===== src/rtl/mem_arbiter.sv =====
// mem_arbiter: shares one synchronous single-port word RAM between the
// instruction-fetch port and the data (load/store) port.
//
// Handshake: a requester raises req and holds req plus its address/data
// stable until the cycle in which gnt=1. gnt is combinational from req in
// that same cycle, and the request is consumed on that clock edge. At most
// one grant is issued per cycle. Reads answer with rvalid exactly
// MEM_LATENCY cycles after their grant, in grant order. Stores never answer.
//
// Arbitration: data wins over fetch, except when data has already won
// MAX_DATA_STREAK times in a row while fetch was waiting. In that case
// fetch is forced through.
module mem_arbiter #(
  parameter logic [31:0] MEM_BASE        = 32'h0000_0000,
  parameter int          MEM_SIZE        = 65536,
  parameter int          MEM_LATENCY     = 1,
  parameter int          MAX_DATA_STREAK = 4,
  localparam int         AW              = $clog2(MEM_SIZE)
) (
  input  logic          clk,
  input  logic          reset,
  input  logic          if_req,
  input  logic [29:0]   if_addr,
  output logic          if_gnt,
  output logic          if_rvalid,
  output logic [31:0]   if_rdata,
  output logic          if_err,
  input  logic          d_req,
  input  logic          d_we,
  input  logic [3:0]    d_be,
  input  logic [29:0]   d_addr,
  input  logic [31:0]   d_wdata,
  output logic          d_gnt,
  output logic          d_rvalid,
  output logic [31:0]   d_rdata,
  output logic          d_err,
  output logic          mem_en,
  output logic          mem_we,
  output logic [3:0]    mem_be,
  output logic [AW-1:0] mem_addr,
  output logic [31:0]   mem_wdata,
  input  logic [31:0]   mem_rdata
);

  localparam logic [29:0] BASE_WORD  = MEM_BASE[31:2];
  localparam logic [30:0] SIZE_WORDS = 31'(MEM_SIZE);
  localparam logic [3:0]  STREAK_MAX = 4'(MAX_DATA_STREAK);

  // One in-flight read: who asked for it and whether it missed the window.
  typedef struct packed {
    logic valid;
    logic owner;  // 0 = fetch, 1 = data
    logic err;
  } tag_t;

  logic [29:0]            if_idx;
  logic [29:0]            d_idx;
  logic                   if_in_range;
  logic                   d_in_range;
  logic                   fetch_forced;
  logic [3:0]             streak;
  logic [3:0]             streak_next;
  tag_t                   tag_in;
  tag_t [MEM_LATENCY-1:0] tag_q;
  tag_t                   tag_out;
  logic [31:0]            resp_data;

  // Window check: the offset from the base wraps at 30 bits, so addresses
  // below the base come out as huge offsets and fail the check.
  always_comb begin
    if_idx      = if_addr - BASE_WORD;
    d_idx       = d_addr - BASE_WORD;
    if_in_range = ({1'b0, if_idx} < SIZE_WORDS);
    d_in_range  = ({1'b0, d_idx} < SIZE_WORDS);
  end

  // Fixed-priority grant: data first, unless fetch has been starved long enough.
  always_comb begin
    fetch_forced = (streak == STREAK_MAX);
    d_gnt        = !reset && d_req && !(if_req && fetch_forced);
    if_gnt       = !reset && if_req && (!d_req || fetch_forced);
  end

  // Streak counts data wins while fetch is waiting; any fetch grant or idle fetch clears it.
  always_comb begin
    streak_next = streak;
    if (!if_req || if_gnt) begin
      streak_next = 4'd0;
    end else if (d_gnt) begin
      streak_next = streak + 4'd1;
    end
  end

  // Streak register.
  always_ff @(posedge clk or posedge reset) begin
    if (reset) begin
      streak <= 4'd0;
    end else begin
      streak <= streak_next;
    end
  end

  // RAM strobe: only in-window grants touch the RAM; write fields come from a granted store.
  always_comb begin
    mem_en    = 1'b0;
    mem_we    = 1'b0;
    mem_be    = 4'd0;
    mem_addr  = '0;
    mem_wdata = 32'd0;
    if (if_gnt) begin
      mem_en   = if_in_range;
      mem_addr = if_idx[AW-1:0];
    end else if (d_gnt) begin
      mem_en   = d_in_range;
      mem_addr = d_idx[AW-1:0];
      if (d_we) begin
        mem_we    = 1'b1;
        mem_be    = d_be;
        mem_wdata = d_wdata;
      end
    end
  end

  // Tag for the read granted this cycle; stores and idle cycles carry no tag.
  always_comb begin
    tag_in = '0;
    if (if_gnt) begin
      tag_in.valid = 1'b1;
      tag_in.owner = 1'b0;
      tag_in.err   = !if_in_range;
    end else if (d_gnt && !d_we) begin
      tag_in.valid = 1'b1;
      tag_in.owner = 1'b1;
      tag_in.err   = !d_in_range;
    end
  end

  // Tag pipeline matched to the RAM read latency; reset drops everything in flight.
  always_ff @(posedge clk or posedge reset) begin
    if (reset) begin
      tag_q <= '0;
    end else begin
      tag_q[0] <= tag_in;
      for (int i = 1; i < MEM_LATENCY; i++) begin
        tag_q[i] <= tag_q[i-1];
      end
    end
  end

  // Response routing: the last stage picks the port; out-of-window reads return zero.
  always_comb begin
    tag_out   = tag_q[MEM_LATENCY-1];
    resp_data = (tag_out.valid && !tag_out.err) ? mem_rdata : 32'd0;
    if_rvalid = tag_out.valid && !tag_out.owner;
    d_rvalid  = tag_out.valid && tag_out.owner;
    if_err    = if_rvalid && tag_out.err;
    d_err     = d_rvalid && tag_out.err;
    if_rdata  = if_rvalid ? resp_data : 32'd0;
    d_rdata   = d_rvalid ? resp_data : 32'd0;
  end

endmodule


===== config.mk =====
export PLATFORM = sky130hd
export DESIGN_NAME = mem_arbiter
export DESIGN_NICKNAME = d
export VERILOG_FILES = /design/src/rtl/mem_arbiter.sv
export SDC_FILE = /design/constraint.sdc
export NUM_CORES = 1
export LEC_CHECK = 0
export BUFFER_PORTS_ARGS = -buffer_cell sky130_fd_sc_hd__buf_4
export CAP_MARGIN = 20
export CORE_AREA = 2 2 99 101
export CTS_BUF_LIST = sky130_fd_sc_hd__clkbuf_16
export CTS_CLUSTER_DIAMETER = 100
export DETAILED_ROUTE_END_ITERATION = 6
export DIE_AREA = 0 0 101 103
export SLEW_MARGIN = 25
export SYNTH_ARGS = -nofsm -noshare
export SYNTH_HDL_FRONTEND = slang
export SYNTH_SLANG_ARGS = --single-unit

===== constraint.sdc =====
create_clock -name clk -period 2.3 [get_ports clk]
set_input_delay 0.23 -clock clk [delete_from_list [all_inputs] [get_ports clk]]
set_output_delay 0.23 -clock clk [all_outputs]
set_load 0.005 [all_outputs]

==> impl_metrics.csv <==
group,metric,value,unit
synthesis,synth.yosys.seq_area_share,0.126,
cells_and_area,layout-area-overhead-vs-synth,150,%
synthesis,synthMuxAreaShare,0,
synthesis,yosysTopAreaCell,"and2_1",
synthesis,syn_inst,191,
synthesis,synthDistinctLibCells,32,
timing,clock_skew,0.00238,ns
global_routing,gr-usage-met3,0.0251,
synthesis,synth_top_area_frac,0.297,
floorplanning,die_h,103,µm
place,hpwlAfterDp,6470,µm
cells_and_area,drive_gt1_frac,0.634,
timing,finalCritPeriodShare,0.945,
floorplanning,core-area,9460,µm²
detailed_routing,ant_nets,0,
synthesis,synth-edff-count,0,
clock_tree,cts.path.max_buffers,2,
status,status,"complete, no violations",
cells_and_area,n_fill_cell,965,
place,gp_congestion,0.834,
synthesis,synth-main-ff-cell,"dfrtp_1",
setup_path,r2r_cells,7,
clock_tree,h-tree-depth,1,
detailed_routing,dr.pass1.iters,4,
global_routing,use_met1,0.140,
global_routing,antenna_found_initial,0,
synthesis,synthSimpleGateAreaFrac,0.600,
global_routing,use_met2,0.227,
setup_path,start_kind,"flip-flop",
synthesis,synthesis.area,1390,µm²
clock_tree,cts_tree,"yes",
detailed_routing,drtIter0Drc,105,
floorplanning,rows,36,
synthesis,synth_fa_ha_area_frac,0.0180,
detailed_routing,drc,0,
setup_path,crit_path_end_kind,"output port",
global_routing,grt-ovfl-total,0,
global_routing,grt_max_degree,55,
floorplanning,initial_core_util,0.147,
cells_and_area,stdcell_area,3470,µm²
floorplanning,die_area,10400,µm²
timing,fin_crit,2.17,ns
clock_tree,clock_latency,0.23,ns
power,total_power,825,µW
timing,drv_slew,0,
cells_and_area,final_cells,551,
synthesis,synthArstFlopShare,1.00,
synthesis,synthTopCellsByCount,"66 x and2_1, 37 x and3_1, 10 x clkbuf_1",
synthesis,yosysWarnings,0,
timing,final_hold_viol_count,0,
detailed_routing,wl_per_cell,13.5,µm
clock_tree,clockRootBuffer,"clkbuf_16",
clock_tree,postCtsSetupBuffers,0,
floorplanning,io_pins,257,
power,cellLeakagePower,2.05,nW
synthesis,synth_top_family_by_area,"simple AND/OR/NAND/NOR gates",
power,vdd_drop_max,0.000223,V
synthesis,synth_compound_area_frac,0.161,
global_routing,grt_use_total,0.119,
synthesis,synthTopCellsByArea,"and2_1 30%, and3_1 17%, dfrtp_1 13%",
clock_tree,hold_buffers,0,
place,dp_cells,547,
timing,grt_setup_unrepaired,"false",
power,power_density,238,nW/µm²
setup_path,setup.worst_path.class,"reg2out",
setup_path,crit_arrival,1.94,ns
detailed_routing,routed_wl,7430,µm
setup_path,cp.required,2.07,ns
place,port_buffers,256,
global_routing,gr-max-usage-layer,"met2",
min_path,worst_hold_path_type,"in2async",
synthesis,syn_nets,326,
timing,worst_slew_pin_slew,0.311,ns
clock_tree,numCtsBuffers,3,
synthesis,syn_avg_cell_area,7.27,µm²
timing,slew_headroom,0.792,
place,placed_cell_area,3400,µm²
cells_and_area,diodes,0,
cells_and_area,final_util,0.367,
synthesis,synth_xor_xnor_area_share,0,
timing,final.setup.tns,0,ns
clock_tree,path_clk_slew,0.04,ns
setup_path,cp_max_fo,54,
detailed_routing,dr_total_vias,2331,
synthesis,synth_most_common_cell,"and2_1",
timing,fmax,460,MHz
clock_tree,cts_resized,0,
run,cap_violations,0,
synthesis,ys_ff_latch,7,
global_routing,grt_pass1_vias,2063,
floorplanning,die_x,101,µm
cells_and_area,nNetsFinal,573,
clock_tree,clock_sinks,7,
detailed_routing,viasPerCell,4.23,
timing,setup_viol,0,
global_routing,grt_pass1_wl,9960,µm
## cell families (layout without fill, tap and decap cells)
family	Yosys count	after routing
AO/OA/AOI/OAI	26	26
flip-flops	7	7
adder cells (fa/ha/maj)	2	2
AND/OR/NAND/NOR	132	132
buffers and inverters	24	270
## routing by layer
metal  routed length, µm  part of all wire
met5                   0                 0
met1                2700              0.36
met2                3930              0.53
met3                 768              0.10
met4                  31            0.0042
## area by class of cell
| type | instances | area, µm² | area share |
|---|---|---|---|
| Tap cell | 114 | 143 | 0.0411 |
| Multi-Input combinational cell | 160 | 1080 | 0.311 |
| Sequential cell | 7 | 175 | 0.0504 |
| Clock buffer | 3 | 75.1 | 0.0216 |
| Clock inverter | 1 | 3.75 | 0.00108 |
| Timing Repair Buffer | 259 | 1960 | 0.563 |
| Inverter | 7 | 38.8 | 0.0112 |
## metrics by stage
stage / hold slack [ns] / worst slack [ns]
after floorplan: 0.211 / 0.622
after global placement: 0.243 / 0.375
after detailed placement: 0.254 / 0.352
after CTS: 0.0107 / 0.109
after global routing: 0.0492 / 0.00979
final: 0.00336 / 0.126
## layout by cell type, fill, tap and decap left out
cell type  Yosys  final
a211o_4        1      1
nand4_1        5      5
and4bb_2       1      1
and3_2         1      1
and3b_1        1      1
a22o_1         8      8
inv_2          1      1
inv_1          5      6
clkbuf_16      0      3
nor4_1         6      6
o21ai_0        1      1
nand2_1        3      3
a32o_1         1      1
a21o_2         1      1
nand2b_1       1      1
a21oi_1        4      4
nor2_1         5      5
nand3b_4       1      1
and2_1        66     66
nand3b_1       1      1
nand4b_1       1      1
a31oi_1        1      1
dfrtp_1        7      7
buf_4          2    258
o22ai_1        1      1
clkinv_8       1      1
and3_1        37     37
nor2b_1        3      3
buf_12         1      1
a22o_2         8      8
ha_1           2      2
## path summary, 6_finish.rpt
| path | end | slack, ns | start |
|---|---|---|---|
| max | mem_wdata[1] | 0.13 | streak[0] |
| min | streak[3] | 0.003 | reset |
| max reg2reg | tag_out[0] | 0.63 | streak[0] |
| min reg2reg | streak[0] | 0.57 | streak[0] |
| max in group asynchronous | tag_out[0] | 2.06 | reset |
| min in group clk | streak[1] | 0.32 | reset |
## critical path, stage by stage (launching register included)
cell and delay [ns]:
dfrtp_1 0.37, inv_1 0.07, ha_1 0.24, and3b_1 0.18, a21o_2 0.24, inv_2 0.07, buf_12 0.20, and3_1 0.21
buf_4 0.12
## registers in the layout (all words and copies together) (netlist names)
| name | cells |
|---|---|
| streak | 4 |
| tag_out | 3 |
## power breakdown
part           switching [mW]  leakage [nW]  internal [mW]  total (mW)
Clock                  0.0616        0.0423          0.226       0.287
Sequential            0.00326        0.0946          0.128       0.132
Combinational           0.138          1.92          0.268       0.406
Total                   0.203          2.05          0.622       0.825
Power figures use the tool's default switching activity.
